**config.mk**
```make
export PLATFORM = sky130hd
export DESIGN_NAME = fetch_unit_flat
export DESIGN_NICKNAME = d
export VERILOG_FILES = /design/src/rtl/fetch_unit_pkg.sv /design/src/rtl/fetch_unit_if.sv /design/src/rtl/fetch_unit_hold_reg.sv /design/src/rtl/fetch_unit.sv /design/src/flat_wrapper.sv
export SDC_FILE = /design/constraint.sdc
export NUM_CORES = 1
export LEC_CHECK = 0
export ABC_AREA = 1
export CAP_MARGIN = 20
export CORE_UTILIZATION = 42
export CTS_CLUSTER_DIAMETER = 120
export DETAILED_ROUTE_END_ITERATION = 10
export PLACE_DENSITY = 0.78
export SYNTH_ARGS = -nofsm -noshare
export SYNTH_HDL_FRONTEND = slang
export SYNTH_SLANG_ARGS = --single-unit
```
**constraint.sdc**
```tcl
create_clock -name clock -period 1.4 [get_ports clock]
set_input_delay 0.35 -clock clock [delete_from_list [all_inputs] [get_ports clock]]
set_output_delay 0.35 -clock clock [all_outputs]
set_load 0.01 [all_outputs]
```
**src/rtl/fetch_unit_pkg.sv**
```systemverilog
// Shared types and default sizing for the instruction-fetch slice.
// Build option: FETCH_WRAP_HALT_EN (halt after the last address instead of wrapping).
package cpu_fetch_pkg;

  localparam int DEF_ADDR_W   = 9;
  localparam int DEF_INSTR_W  = 33;
  localparam int DEF_RESET_PC = 0;

  typedef enum logic [1:0] {
    FILL,
    RUN,
    HOLD,
    HALT
  } fetch_state_t;

endpackage

```
**src/rtl/fetch_unit_if.sv**
```systemverilog
// Bundle of instruction-memory and decode-side signals around the fetch unit.
// Master is the fetch unit; slave is the memory/decode environment.
interface fetch_unit_if #(
  parameter int ADDR_W  = cpu_fetch_pkg::DEF_ADDR_W,
  parameter int INSTR_W = cpu_fetch_pkg::DEF_INSTR_W
);

  logic [ADDR_W-1:0]  imem_addr;
  logic [INSTR_W-1:0] imem_q;
  logic               stall;
  logic               redirect_valid;
  logic [ADDR_W-1:0]  redirect_pc;
  logic [INSTR_W-1:0] instr;
  logic [ADDR_W-1:0]  instr_pc;
  logic               instr_valid;
  logic               halted;

  modport master (
    output imem_addr,
    input  imem_q,
    input  stall,
    input  redirect_valid,
    input  redirect_pc,
    output instr,
    output instr_pc,
    output instr_valid,
    output halted
  );

  modport slave (
    input  imem_addr,
    output imem_q,
    output stall,
    output redirect_valid,
    output redirect_pc,
    input  instr,
    input  instr_pc,
    input  instr_valid,
    input  halted
  );

endinterface

```
**src/rtl/fetch_unit_hold_reg.sv**
```systemverilog
// Back-pressure capture register plus the decode-side output mux keyed on fetch state.
module fetch_hold_reg
  import cpu_fetch_pkg::*;
#(
  parameter int ADDR_W  = DEF_ADDR_W,
  parameter int INSTR_W = DEF_INSTR_W
) (
  input  logic               clock,
  input  logic               reset,
  input  fetch_state_t       state_i,
  input  logic               capture_i,
  input  logic               squash_i,
  input  logic [INSTR_W-1:0] imem_q_i,
  input  logic [ADDR_W-1:0]  pendPc_i,
  output logic [INSTR_W-1:0] instr_o,
  output logic [ADDR_W-1:0]  instrPc_o,
  output logic               instrValid_o
);

  logic [INSTR_W-1:0] holdInstr_q;
  logic [ADDR_W-1:0]  holdPc_q;

  always_ff @(posedge clock) begin
    if (reset) begin
      holdInstr_q <= '0;
      holdPc_q    <= '0;
    end else if (capture_i) begin
      holdInstr_q <= imem_q_i;
      holdPc_q    <= pendPc_i;
    end
  end

  always_comb begin
    instr_o      = '0;
    instrPc_o    = '0;
    instrValid_o = 1'b0;
    case (state_i)
      RUN: begin
        instr_o      = imem_q_i;
        instrPc_o    = pendPc_i;
        instrValid_o = 1'b1;
      end
      HOLD: begin
        instr_o      = holdInstr_q;
        instrPc_o    = holdPc_q;
        instrValid_o = 1'b1;
      end
      default: ;
    endcase
    // A redirect makes whatever is on the output stale, so decode must not take it.
    if (squash_i) begin
      instrValid_o = 1'b0;
    end
  end

endmodule

```
**src/rtl/fetch_unit.sv**
```systemverilog
// Instruction-fetch initiator: PC sequencing, redirect handling and fill/run/hold FSM.
// Build option: FETCH_WRAP_HALT_EN stops fetch after the top address instead of wrapping.
module fetch_unit
  import cpu_fetch_pkg::*;
#(
  parameter int ADDR_W   = DEF_ADDR_W,
  parameter int INSTR_W  = DEF_INSTR_W,
  parameter int RESET_PC = DEF_RESET_PC
) (
  input  logic         clock,
  input  logic         reset,
  fetch_unit_if.master bus
);

  fetch_state_t      state_q, state_d;
  logic [ADDR_W-1:0] fetchPc_q, fetchPc_d;
  logic [ADDR_W-1:0] pendPc_q, pendPc_d;
  logic              capture;
  logic              advance;

`ifdef FETCH_WRAP_HALT_EN
  localparam logic [ADDR_W-1:0] LAST_PC = '1;
`endif

  always_ff @(posedge clock) begin
    if (reset) begin
      state_q   <= FILL;
      fetchPc_q <= ADDR_W'(RESET_PC);
      pendPc_q  <= '0;
    end else begin
      state_q   <= state_d;
      fetchPc_q <= fetchPc_d;
      pendPc_q  <= pendPc_d;
    end
  end

  always_comb begin
    state_d   = state_q;
    fetchPc_d = fetchPc_q;
    pendPc_d  = pendPc_q;
    capture   = 1'b0;
    advance   = 1'b0;

    if (bus.redirect_valid) begin
      fetchPc_d = bus.redirect_pc;
      state_d   = FILL;
    end else begin
      case (state_q)
        FILL: advance = 1'b1;
        RUN: begin
          if (bus.stall) begin
            capture = 1'b1;
            state_d = HOLD;
          end else begin
            advance = 1'b1;
          end
        end
        HOLD:    advance = !bus.stall;
        default: ;
      endcase
    end

    // The word at imem_addr this cycle lands on imem_q next cycle, so it becomes pending.
    if (advance) begin
`ifdef FETCH_WRAP_HALT_EN
      if (state_q != FILL && pendPc_q == LAST_PC) begin
        state_d = HALT;
      end else begin
        pendPc_d = fetchPc_q;
        state_d  = RUN;
        if (fetchPc_q != LAST_PC) begin
          fetchPc_d = fetchPc_q + ADDR_W'(1);
        end
      end
`else
      pendPc_d  = fetchPc_q;
      fetchPc_d = fetchPc_q + ADDR_W'(1);
      state_d   = RUN;
`endif
    end
  end

  assign bus.imem_addr = fetchPc_q;

`ifdef FETCH_WRAP_HALT_EN
  assign bus.halted = (state_q == HALT);
`else
  assign bus.halted = 1'b0;
`endif

  fetch_hold_reg #(
    .ADDR_W  (ADDR_W),
    .INSTR_W (INSTR_W)
  ) u_hold (
    .clock        (clock),
    .reset        (reset),
    .state_i      (state_q),
    .capture_i    (capture),
    .squash_i     (bus.redirect_valid),
    .imem_q_i     (bus.imem_q),
    .pendPc_i     (pendPc_q),
    .instr_o      (bus.instr),
    .instrPc_o    (bus.instr_pc),
    .instrValid_o (bus.instr_valid)
  );

endmodule

```
**src/flat_wrapper.sv**
```systemverilog
// flat-port wrapper written by rule: the top's interface ports become plain ports
module fetch_unit_flat import cpu_fetch_pkg::*;
#(
  parameter int ADDR_W   = DEF_ADDR_W,
  parameter int INSTR_W  = DEF_INSTR_W,
  parameter int RESET_PC = DEF_RESET_PC
)
  (clock, reset, bus_imem_addr, bus_imem_q, bus_stall, bus_redirect_valid, bus_redirect_pc, bus_instr, bus_instr_pc, bus_instr_valid, bus_halted);
  fetch_unit_if #(.ADDR_W(ADDR_W), .INSTR_W(INSTR_W)) bus_i ();
  input  logic clock;
  input  logic reset;
  output wire logic [$bits(bus_i.imem_addr)-1:0] bus_imem_addr;
  input wire logic [$bits(bus_i.imem_q)-1:0] bus_imem_q;
  input wire logic [$bits(bus_i.stall)-1:0] bus_stall;
  input wire logic [$bits(bus_i.redirect_valid)-1:0] bus_redirect_valid;
  input wire logic [$bits(bus_i.redirect_pc)-1:0] bus_redirect_pc;
  output wire logic [$bits(bus_i.instr)-1:0] bus_instr;
  output wire logic [$bits(bus_i.instr_pc)-1:0] bus_instr_pc;
  output wire logic [$bits(bus_i.instr_valid)-1:0] bus_instr_valid;
  output wire logic [$bits(bus_i.halted)-1:0] bus_halted;
  assign bus_imem_addr = bus_i.imem_addr;
  assign bus_i.imem_q = bus_imem_q;
  assign bus_i.stall = bus_stall;
  assign bus_i.redirect_valid = bus_redirect_valid;
  assign bus_i.redirect_pc = bus_redirect_pc;
  assign bus_instr = bus_i.instr;
  assign bus_instr_pc = bus_i.instr_pc;
  assign bus_instr_valid = bus_i.instr_valid;
  assign bus_halted = bus_i.halted;
  fetch_unit #(.ADDR_W(ADDR_W), .INSTR_W(INSTR_W), .RESET_PC(RESET_PC)) u_core (.clock(clock), .reset(reset), .bus(bus_i));
endmodule
```
# After elaboration in Yosys (flattened, before gate mapping)
# Index checks and enable logic that the tools add are counted.
[word_totals]
regBits = 62
out_inout_bits = 53
word_cells = 34
[op_classes]
addsub = 1
eq_ne = 2
mux = 16
n_reduce_logical = 9
[op_table]
columns = ["operator", "n"]
rows = [
  ["$pmux W33 S2", 1],
  ["$mux W9", 2],
  ["$pmux W9 S2", 1],
  ["$mux W1", 11],
  ["$add A9 B1 Y9 const B", 1],
  ["$reduce_bool A3 Y1", 2],
  ["$reduce_and A2 Y1", 2],
  ["$pmux W1 S3", 1],
  ["$reduce_or A3 Y1", 1],
  ["$eq A2 B1 Y1 const B", 1],
  ["$eq A2 B2 Y1 const B", 1],
  ["$logic_not A2 Y1", 1],
  ["$reduce_bool A2 Y1", 1],
  ["$reduce_or A2 Y1", 1],
  ["$logic_not A1 Y1", 1],
]

# Longest topological paths before layout
[depth]
depth_word = 5
mapped_depth = 11

# By module
# A second synthesis with hierarchy kept.
[hier_totals]
hier_cells = 552
hier_area_um2 = 3373.2
[by_module_without_submodules]
columns = ["module", "n_inst", "cells_per_inst", "area_each_um2", "seq_area_each_um2"]
rows = [
  ["fetch_hold_reg", 1, 412, 2383.5, 840.8],
  ["fetch_unit", 1, 140, 989.7, 400.4],
]

# Worst setup path before layout
# No wires, ideal clock.
[synth_timing]
kind = "reg-to-output"
start = "register u_core.state_q[0]"
end = "output bus_instr[5]"
t_arrival_ns = 1.245
setup_slack_ns = -0.195
path_stages_with_launch = 6
n_path_buf = 1
cell_sequence = "dfxtp_1 -> inv_1 -> ha_1 -> clkinv_1 -> clkbuf_1 -> a21oi_1"
[synth_via]
elab_chain_len = 2
elab_cells_between_ends = 3
cone_classes = "eq/ne (2); mux (1)"
[synth_lines]
columns = ["item", "line_no", "source"]
rows = [
  ["start: declaration", "fetch_unit.sv:15", "fetch_state_t state_q, state_d;"],
  ["start signal: assignment", "fetch_unit.sv:31", "state_q <= state_d;"],
  ["$eq A2 B2 Y1 or $eq A2 B1 Y1 (tied branches)", "fetch_unit_hold_reg.sv:37", "case (state_i)"],
  ["$pmux W33 S2 *", "fetch_unit_hold_reg.sv:37", ""],
  ["end: declaration", "flat_wrapper.sv:17", "output wire logic [$bits(bus_i.instr)-1:0] bus_instr;"],
]
# Every way passes the cells marked *; elsewhere a longest branch is shown, timed or not.

# Worst setup path after layout
[layout_timing]
start = "register u_core.state_q[0]"
end = "output bus_instr_pc[1]"
[layout_via]
elab_chain_len = 2
elab_cells_between_ends = 3
cone_classes = "eq/ne (2); mux (1)"
[layout_lines]
columns = ["item", "line_no", "source"]
rows = [
  ["$eq A2 B2 Y1 or $eq A2 B1 Y1 (tied branches)", "fetch_unit_hold_reg.sv:37", ""],
  ["$pmux W9 S2 *", "fetch_unit_hold_reg.sv:37", ""],
  ["end: declaration", "flat_wrapper.sv:18", "output wire logic [$bits(bus_i.instr_pc)-1:0] bus_instr_pc;"],
]
# Marked as above.

==> results.json <==
{
  "globalplace.congestion": 0.886,
  "grt_max_degree": 43,
  "min_period_over_period": 1.47,
  "area_delta_synth_final_pct": 92.3,
  "cts_tree": "yes",
  "drt_pass1_iterations": 6,
  "grt_pass1_vias": 3956,
  "yosys.cell_types.count": 29,
  "die_width_um": 88.2,
  "die_y_um": 88.2,
  "crit_start": "u_core.state_q[0]",
  "htreeDepth": 3,
  "clock-sinks": 62,
  "place_inst": 703,
  "synth_cells": 480,
  "totalWireLength_um": 14900,
  "max_freq_ghz": 0.485,
  "numCtsBuffers": 9,
  "antenna_found_initial": 0,
  "fin_util": 0.832,
  "yosys.area.top_type": "dfxtp_1",
  "setup_slack_ps": -663,
  "fin_cells": 757,
  "synth_ff_type": "dfxtp_1",
  "path_buf_inv": 4,
  "hold_viol": 0,
  "grt.total_usage": 0.326,
  "clk_latency_ps": 370,
  "crit_slowest_cell": "dfxtp_4",
  "min_path_type": "flop to flop",
  "postRouteAntennaNets": 0,
  "r2r_cells": 11,
  "final_area_um2": 6010,
  "period_minus_slack_ps": 2060,
  "root_buffer": "clkbuf_8",
  "seq_area_frac_synth": 0.397,
  "drtIter0Drc": 437,
  "synthArstFlopShare": 0,
  "regToRegStartpoint": "u_core.state_q[0]",
  "worstPathArrival_ps": 1710,
  "p_per_area_nw_per_um2": 758,
  "skew_ps": 11.2,
  "crit_path_start_kind": "flop",
  "via_per_inst": 5.80,
  "irDropWorstVdd_mv": 0.524,
  "wire_per_inst_um": 19.7,
  "initial_core_util": 0.433,
  "grt_overflow": 0,
  "endpoint_kind": "output port",
  "drc": 0,
  "layout-drive-gt1-share": 0.439,
  "max_stage_delay_ps": 380,
  "nNetsFinal": 706,
  "path_depth": 7,
  "power_leakage_nw": 2.60,
  "core_um2": 7210,
  "cp_cell_sequence": "buf_6, ha_4, buf_4, buf_16, nand2_1, a21oi_4, buf_2",
  "worstPathMaxFanout": 5,
  "diodes": 0,
  "cp.required_ps": 1050,
  "holdBufCountCts": 0,
  "syn_area_per_cell_um2": 6.51,
  "synth_edf_count": 0,
  "critical_path.top_delay_family": "buffers and inverters",
  "rows": 31,
  "place_area_um2": 4960,
  "min_delay_path_depth": 2,
  "setup_violations": 105,
  "finalMaxSlewViolations": 0,
  "clockBufferDepth": 2,
  "r2r_end": "u_core.u_hold.holdPc_q[0]",
  "synth.area.top_cells": "dfxtp_1 (40%), nand2_1 (16%), nor2_1 (11%), a21oi_1 (9.0%), o21ai_0 (6.3%)",
  "tns_ps": -49890,
  "r2r_slack_ps": -490,
  "status": "finished with violations",
  "num-fill-cells": 387,
  "hpwlAfterDp_um": 6710,
  "yosysTopAreaCellShare": 0.397,
  "maxCapViolations": 0,
  "crit_end": "bus_instr_pc[1]",
  "failed_checks": "negative setup slack",
  "vias": 4394,
  "regArea_um2": 1250,
  "multi_input_area_um2": 2270,
  "netlist_area_um2": 3120,
  "dieArea_um2": 7780,
  "clk_pin_slew_ps": 80,
  "grt_setup_unrepaired": "true",
  "holdWs_ps": 506,
  "ys_seq_elements": 62,
  "synth_warnings": 0,
  "boundaryPins": 99,
  "grt_pass1_wl_um": 19200,
  "io_buffers": 97,
  "worstSetupPathType": "flop to output port",
  "synth_fp_nets": 531
}
-- area by class of cell --
class | count | area share
clock buffers | 9 | 0.0206
clock inverters | 5 | 0.00875
multi-input cells | 365 | 0.378
well taps | 99 | 0.0206
flip-flops and latches | 62 | 0.208
repair buffers | 198 | 0.348
inverters | 19 | 0.0156
-- worst min-delay path: stages, from the launching register on --
cell and delay, ps:
dfxtp_1 330, o21ai_1 70, nor2_1 80
-- how the worst min path moves through the flow --
stage	slack, ps	startpoint	to
floorplan	420	reset	u_core.state_q[0]
global placement	480	u_core.u_hold.holdPc_q[5]	u_core.u_hold.holdPc_q[5]
detailed placement	490	u_core.u_hold.holdPc_q[5]	u_core.u_hold.holdPc_q[5]
CTS	510	u_core.u_hold.holdPc_q[5]	u_core.u_hold.holdPc_q[5]
global route	530	u_core.u_hold.holdInstr_q[21]	u_core.u_hold.holdInstr_q[21]
finish	510	u_core.u_hold.holdInstr_q[21]	u_core.u_hold.holdInstr_q[21]
-- through the flow --
step	setup WS [ps]	total power, W
after floorplan	-6.52	0.00231
after global placement	-596	0.00268
after detailed placement	-640	0.00269
after CTS	-635	0.00433
after global routing	-662	0.00467
final	-663	0.00455
-- cell usage after synthesis (2+ instances only) --
cell / count
o21ai_0: 39
buf_4: 3
nand4_1: 4
nor2_1: 94
inv_2: 2
o21ai_1: 8
dfxtp_1: 62
buf_6: 2
nand3_1: 15
nand2_1: 130
nand2_2: 2
clkbuf_1: 17
nor2_4: 2
inv_1: 16
a21oi_1: 56
ha_1: 5
buf_2: 11
-- cell families (layout without fill, tap and decap cells) --
logic type,count (synthesis),count (layout),synth area share
and+or+nand+nor,251,251,0.327
AOI/OAI and AO/OA,106,106,0.172
muxes,1,1,0.00321
DFF,62,62,0.397
other,1,1,0.00120
adders and majority gates,5,5,0.0200
xor gates and xnor gates,1,1,0.00280
buffers and inverters,53,231,0.0769
-- layer usage --
metal / up-vias / share of wire / global-route usage
met5: - / 0 / 0
met4: 0 / 0.051 / 0.189
met3: 89 / 0.089 / 0.0457
met2: 341 / 0.48 / 0.557
met1: 2065 / 0.38 / 0.392
li1: 1899 / - / -
-- power by group --
part           internal [W]  total, W  switching [W]
Combinational      0.000543   0.00108       0.000536
Clock              0.000793   0.00158       0.000792
Sequential          0.00183   0.00189      0.0000550
Total               0.00317   0.00455        0.00138
-- state kept, by name, summed over array words and instances (netlist names) --
register / flops
u_core.bus.imem_addr: 9
u_core.pendPc_q: 9
u_core.state_q: 2
u_core.u_hold.holdInstr_q: 33
u_core.u_hold.holdPc_q: 9
-- placed cells by master, fill, tap and decap left out, types with 3 or more instances in the layout --
cell / Yosys / layout
nand2_1: 130 / 99
nor2_1: 94 / 75
buf_4: 3 / 59
dfxtp_1: 62 / 59
clkdlybuf4s50_1: 0 / 45
a21oi_2: 0 / 29
buf_6: 2 / 29
o21ai_1: 8 / 26
buf_2: 11 / 26
nand2_2: 2 / 24
a21oi_4: 0 / 23
nor2_2: 0 / 19
o21ai_0: 39 / 16
buf_12: 0 / 14
inv_1: 16 / 13
nand3_1: 15 / 11
nand2_4: 1 / 10
clkbuf_8: 0 / 9
dlygate4sd2_1: 0 / 9
buf_16: 0 / 8
o21ai_2: 0 / 5
a21oi_1: 56 / 4
nand4_1: 4 / 4
clkbuf_16: 0 / 4
buf_8: 0 / 4
nand3_2: 0 / 3
ha_4: 0 / 3
clkinv_2: 0 / 3
-- what timing repair did --
action | CTS | global route
setup endpoints to repair | 114 | 105
setup buffers | 13 | 15
resized for setup | 261 | 88
pin swaps | 5 | 26
cloned | 10 | 4
(Power assumes the default switching activity.)
